<file path="config.mk">
export PLATFORM = sky130hd
export DESIGN_NAME = pwm_multi_shadow
export DESIGN_NICKNAME = d
export VERILOG_FILES = /design/src/rtl/pwm_multi_shadow.sv
export SDC_FILE = /design/constraint.sdc
export NUM_CORES = 1
export LEC_CHECK = 0
export ABC_AREA = 1
export ABC_CLOCK_PERIOD_IN_PS = 2900
export CORE_UTILIZATION = 57
export CTS_CLUSTER_SIZE = 12
export DETAILED_ROUTE_END_ITERATION = 16
export PLACE_DENSITY = 0.86
export REMOVE_ABC_BUFFERS = 1
export SYNTH_ARGS = -nofsm -noshare
export SYNTH_HDL_FRONTEND = slang
export SYNTH_SLANG_ARGS = --single-unit
</file>
<file path="constraint.sdc">
create_clock -name clk -period 2.9 [get_ports clk]
set_clock_uncertainty 0.1 [all_clocks]
set_input_delay 0.58 -clock clk [delete_from_list [all_inputs] [get_ports clk]]
set_output_delay 0.58 -clock clk [all_outputs]
set_load 0.05 [all_outputs]
</file>
<file path="src/rtl/pwm_multi_shadow.sv">
// Multi-channel PWM with prescaler, edge/centre alignment, per-channel polarity
// and a shadowed configuration set that is applied only at a period boundary.
module pwm_multi_shadow #(
    parameter int unsigned CHANNELS   = 4,
    parameter int unsigned WIDTH      = 8,
    parameter int unsigned PRESCALE_W = 16
) (
    input  logic                         clk,
    input  logic                         n_rst,
    input  logic                         enable,
    input  logic [PRESCALE_W-1:0]        prescale,
    input  logic [WIDTH-1:0]             period,
    input  logic                         center_mode,
    input  logic [CHANNELS*WIDTH-1:0]    duty,
    input  logic [CHANNELS-1:0]          invert,
    input  logic                         load,
    output logic                         pending,
    output logic                         period_start,
    output logic [CHANNELS-1:0]          pwm_out
);

    typedef enum logic {
        DIR_UP   = 1'b0,
        DIR_DOWN = 1'b1
    } dir_t;

    logic [PRESCALE_W-1:0]     r_pre_cnt;
    logic [WIDTH-1:0]          r_cnt;
    dir_t                      r_dir;
    logic                      r_period_start;
    logic [CHANNELS-1:0]       r_pwm;

    logic [WIDTH-1:0]          r_period;
    logic                      r_center;
    logic [CHANNELS*WIDTH-1:0] r_duty;
    logic [CHANNELS-1:0]       r_invert;

    logic [WIDTH-1:0]          r_period_p;
    logic                      r_center_p;
    logic [CHANNELS*WIDTH-1:0] r_duty_p;
    logic [CHANNELS-1:0]       r_invert_p;
    logic                      r_pending;

    logic                      w_tick;
    logic                      w_wrap;
    logic                      w_apply;
    logic                      w_period_zero;
    logic [WIDTH-1:0]          w_cnt_inc;
    logic [WIDTH-1:0]          w_cnt_next;
    dir_t                      w_dir_next;
    logic [CHANNELS-1:0]       w_raw;

    assign w_tick        = enable && (r_pre_cnt == prescale);
    assign w_period_zero = (r_period == '0);
    assign w_cnt_inc     = r_cnt + WIDTH'(1);

    assign w_wrap = w_tick && ((!r_center && (r_cnt == r_period))
                            || (r_center && (r_dir == DIR_DOWN) && (r_cnt == WIDTH'(1)))
                            || w_period_zero);

    // Disabling acts like a boundary: any pending set is committed at once.
    assign w_apply = r_pending && (w_wrap || !enable);

    always_ff @(posedge clk) begin
        if (!n_rst) begin
            r_pre_cnt <= '0;
        end else if (!enable || w_tick) begin
            r_pre_cnt <= '0;
        end else begin
            r_pre_cnt <= r_pre_cnt + PRESCALE_W'(1);
        end
    end

    // Direction turns down as the counter reaches the top, so the top value
    // is visited once per centre-aligned period.
    always_comb begin
        w_cnt_next = r_cnt;
        w_dir_next = r_dir;
        if (!enable || w_wrap) begin
            w_cnt_next = '0;
            w_dir_next = DIR_UP;
        end else if (w_tick) begin
            if (r_center && (r_dir == DIR_DOWN)) begin
                w_cnt_next = r_cnt - WIDTH'(1);
            end else begin
                w_cnt_next = w_cnt_inc;
                if (r_center && (w_cnt_inc >= r_period)) begin
                    w_dir_next = DIR_DOWN;
                end
            end
        end
    end

    always_ff @(posedge clk) begin
        if (!n_rst) begin
            r_cnt          <= '0;
            r_dir          <= DIR_UP;
            r_period_start <= 1'b0;
        end else begin
            r_cnt          <= w_cnt_next;
            r_dir          <= w_dir_next;
            r_period_start <= w_wrap;
        end
    end

    always_comb begin
        w_raw = '0;
        for (int unsigned i = 0; i < CHANNELS; i++) begin
            w_raw[i] = (r_cnt < r_duty[i*WIDTH +: WIDTH]);
        end
    end

    always_ff @(posedge clk) begin
        if (!n_rst) begin
            r_pwm <= '0;
        end else if (!enable) begin
            r_pwm <= r_invert;
        end else begin
            r_pwm <= w_raw ^ r_invert;
        end
    end

    // A load coinciding with an apply commits the older set; the new one waits.
    always_ff @(posedge clk) begin
        if (!n_rst) begin
            r_period   <= '0;
            r_center   <= 1'b0;
            r_duty     <= '0;
            r_invert   <= '0;
            r_period_p <= '0;
            r_center_p <= 1'b0;
            r_duty_p   <= '0;
            r_invert_p <= '0;
            r_pending  <= 1'b0;
        end else begin
            if (w_apply) begin
                r_period <= r_period_p;
                r_center <= r_center_p;
                r_duty   <= r_duty_p;
                r_invert <= r_invert_p;
            end
            if (load) begin
                r_period_p <= period;
                r_center_p <= center_mode;
                r_duty_p   <= duty;
                r_invert_p <= invert;
                r_pending  <= 1'b1;
            end else if (w_apply) begin
                r_pending  <= 1'b0;
            end
        end
    end

    assign pending      = r_pending;
    assign period_start = r_period_start;
    assign pwm_out      = r_pwm;

endmodule
</file>
==> out/metrics.csv, run 1 <==
stage;metric;value;unit
outcome;status;finished, final reports clean;
power;cell_internal_pwr;3.585;mW
die;io_pins;71;
die;fp.dieArea;0.01139;mm2
route;firstDrtPassIters;6;
critical_path;cp-start-kind;register;
power;switchingPower;1.140;mW
clock_network;post-cts-setup-buffers;0;
synth;synthTopCellsByArea;dfxtp_1, nand2_1, a21oi_1, inv_1, ha_1;
sta;rsz0062_at_grt;false;
clock_network;h-tree-depth;4;
critical_path;crit_fanout;11;
min_path;hold_path_class;register to register;
route;drc;0;
route;viasPerCell;5.311;
power;p_leak;3.386;nW
power;irDropWorstVdd;0.3694;mV
grt;grt_max_degree;96;
route;vias;5986;
clock_network;postCtsHoldBufs;0;
placed_design;io_buffers;70;
die;rows;37;
die;start_util;59.77;%
synth;postSynthAreaPerCell;6.790;um2
clock_network;cts_resized;0;
sta;period_share;85.51;%
synth;syn_inst;921;
critical_path;crit_type;register to register;
placed_design;place_hpwl;8607;um
power;power_density;611.2;mW/mm2
synth;synth.most_common_cell;nand2_1;
sta;whs;0.3535;ns
route;routedWlPerCell;12.57;um
synth;syn-cell-area;0.006253;mm2
power;power_frac_seq;38.0;%
clock_network;clk_pin_slew;0.06;ns
synth;synth_edf_count;0;
route;drt_first_iter_violations;410;
die;die_h;106.7;um
synth;synth_area_leader_cell;dfxtp_1;
clock_network;clk_latency;0.52;ns
sta;setup_violations;0;
critical_path;required;3.25;ns
sta;fmax;0.4033;GHz
sta;timing.final.ws_setup;0.4203;ns
finish;final_core_util;73.88;%
die;coreArea;0.01046;mm2
synth;yosys-top-cells-count;nand2_1, inv_1, a21oi_1;
critical_path;endpoint_kind;register;
die;fp.dieW;106.7;um
clock_network;clock_sinks;121;
finish;drive_gt1_share;4.642;%
critical_path;critPathArrivalTime;2.83;ns
grt;grt_pass1_vias;5378;
synth;async_flop_share;0;%
grt;grt_usage;25.94;%
sta;hold_violations;0;
power;clockPowerShare;50.4;%
sta;worst_pin_slew;0.9190;ns
synth;ys.flop_type;dfxtp_1;
synth;yosysSeqAreaShare;38.74;%
power;comb_power_share;11.5;%
finish;area_growth;23.61;%
synth;yosysWarnings;0;
grt;grt_antenna_before_repair;0;
route;ant_nets;0;
run;maxCapViolCount;0;
grt;grt.overflow.total;0;
power;power_switching_share;24.13;%
placed_design;pre_cts_slack;0.1705;ns
sta;slew_viol_final;0;
clock_network;cts_made_buffers;17;
sta;finalCriticalPeriod;2.480;ns
synth;synth.distinct_cells;27;
synth;ys_ff_latch;121;
grt;grt_pass1_wl;23850;um
clock_network;clockBufferDepth;2;
synth;synth_top_area_share;38.74;%
sta;relSlewSlack;38.73;%
clock_network;cts_tree;yes;
route;wirelength;14160;um
finish;n_antenna_cell;0;
finish;nets;1083;
power;finalPower;4.725;mW
sta;setup_tns;0;ns
clock_network;cts_root_buffer;clkbuf_8;
placed_design;gp_congestion;0.9113;
[worst max-delay path: stages, from the launching register on]
cell	delay (ns)
dfxtp_1	0.58
ha_1	0.25
nand2_1	0.07
nor2_1	0.15
nand2_1	0.08
xor2_1	0.18
ha_1	0.28
nand2_1	0.06
nor2_1	0.17
nand4_1	0.13
o2111ai_1	0.13
nand3_1	0.10
a21oi_1	0.13
[flip-flops by register name (all words and copies together), names as in the netlist]
| name | flops |
|---|---|
| pwm_out | 4 |
| pending | 1 |
| r_cnt | 8 |
| r_pre_cnt | 16 |
| period_start | 1 |
| r_invert_p | 4 |
| r_dir | 1 |
| r_invert | 4 |
| r_period | 8 |
| r_duty_p | 32 |
| r_center | 1 |
| r_center_p | 1 |
| r_period_p | 8 |
| r_duty | 32 |
[layer usage]
metal / wire (um) / global-route usage [%] / up-vias
li1: - / - / 3079
met1: 6181 / 31.53 / 2717
met2: 7096 / 45.39 / 155
met3: 577 / 4.316 / 35
met4: 309 / 10.47 / 0
met5: 0 / 0 / -
[layout make-up]
cell class | instances | area [um2]
multi-input combinational | 620 | 3142
fill | 810 | 2733
sequential | 121 | 2424
timing repair buffer | 79 | 800.8
inverter | 139 | 521.8
clock buffer | 19 | 431.7
clock inverter | 13 | 240.2
tap | 136 | 170.2
[final timing paths]
path | endpoint | cells past startpoint | slack, ns | startpoint
worst max-delay path | r_dir | 12 | 0.42 | r_cnt[1]
worst min-delay path | r_duty_p[29] | 2 | 0.35 | r_duty_p[29]
worst max register to register | r_dir | 12 | 0.42 | r_cnt[1]
worst min register to register | r_duty_p[29] | 2 | 0.35 | r_duty_p[29]
[logic make-up (layout without fill, tap and decap cells)]
group | after synthesis | in the layout | synth area share [%]
simple gates | 368 | 368 | 24.07
compound gates | 203 | 203 | 16.91
buf+inv | 180 | 250 | 11.02
flops | 121 | 121 | 38.74
fa+ha+maj | 40 | 40 | 8.003
xor+xnor | 9 | 9 | 1.261
[metrics by stage]
step	instance area, um2	instances
6_report	7730	1127
4_1_cts	7730	1127
5_1_grt	7730	1127
2_1_floorplan	6086	880
3_5_place_dp	7058	1095
3_3_place_gp	7058	1095
[power groups by stage]
| stage | combinational, mW | clock [mW] | sequential (mW) |
|---|---|---|---|
| final | 0.545 | 2.38 | 1.80 |
| after global placement | 0.512 | 0 | 1.83 |
| after detailed placement | 0.525 | 0 | 1.83 |
| after CTS | 0.544 | 2.40 | 1.80 |
| after global routing | 0.614 | 2.48 | 1.80 |
| after floorplan | 0.283 | 0 | 1.86 |
[cells in the final DEF, fill, tap and decap left out, types with 2 or more instances in the layout]
master           synthesis  final
clkinv_4                 0      4
inv_6                    0      2
nand3_1                 69     69
a211oi_1                 5      5
buf_12                   0      3
clkbuf_16                0     16
a21oi_1                126    126
clkdlybuf4s50_1          0     69
dfxtp_1                121    120
inv_1                  136    136
xor2_1                   8      8
nand2_1                189    189
o211ai_1                 2      2
inv_2                    2      2
clkbuf_8                 0      2
a31oi_1                  3      3
nor3b_1                  2      2
nor2_1                  94     94
nor3_1                   4      4
nand4_1                  8      8
bufinv_16                0      6
ha_1                    40     40
o21ai_0                 63     63
buf_4                    0      6
Note: power is estimated with default switching activity, not from simulation.
==> run 2: changes to the inputs <==
- SLEW_MARGIN: unset -> 20
==> results of run 2 <==
Same layout as run 1: the final DEF is identical, and so are final timing and power.
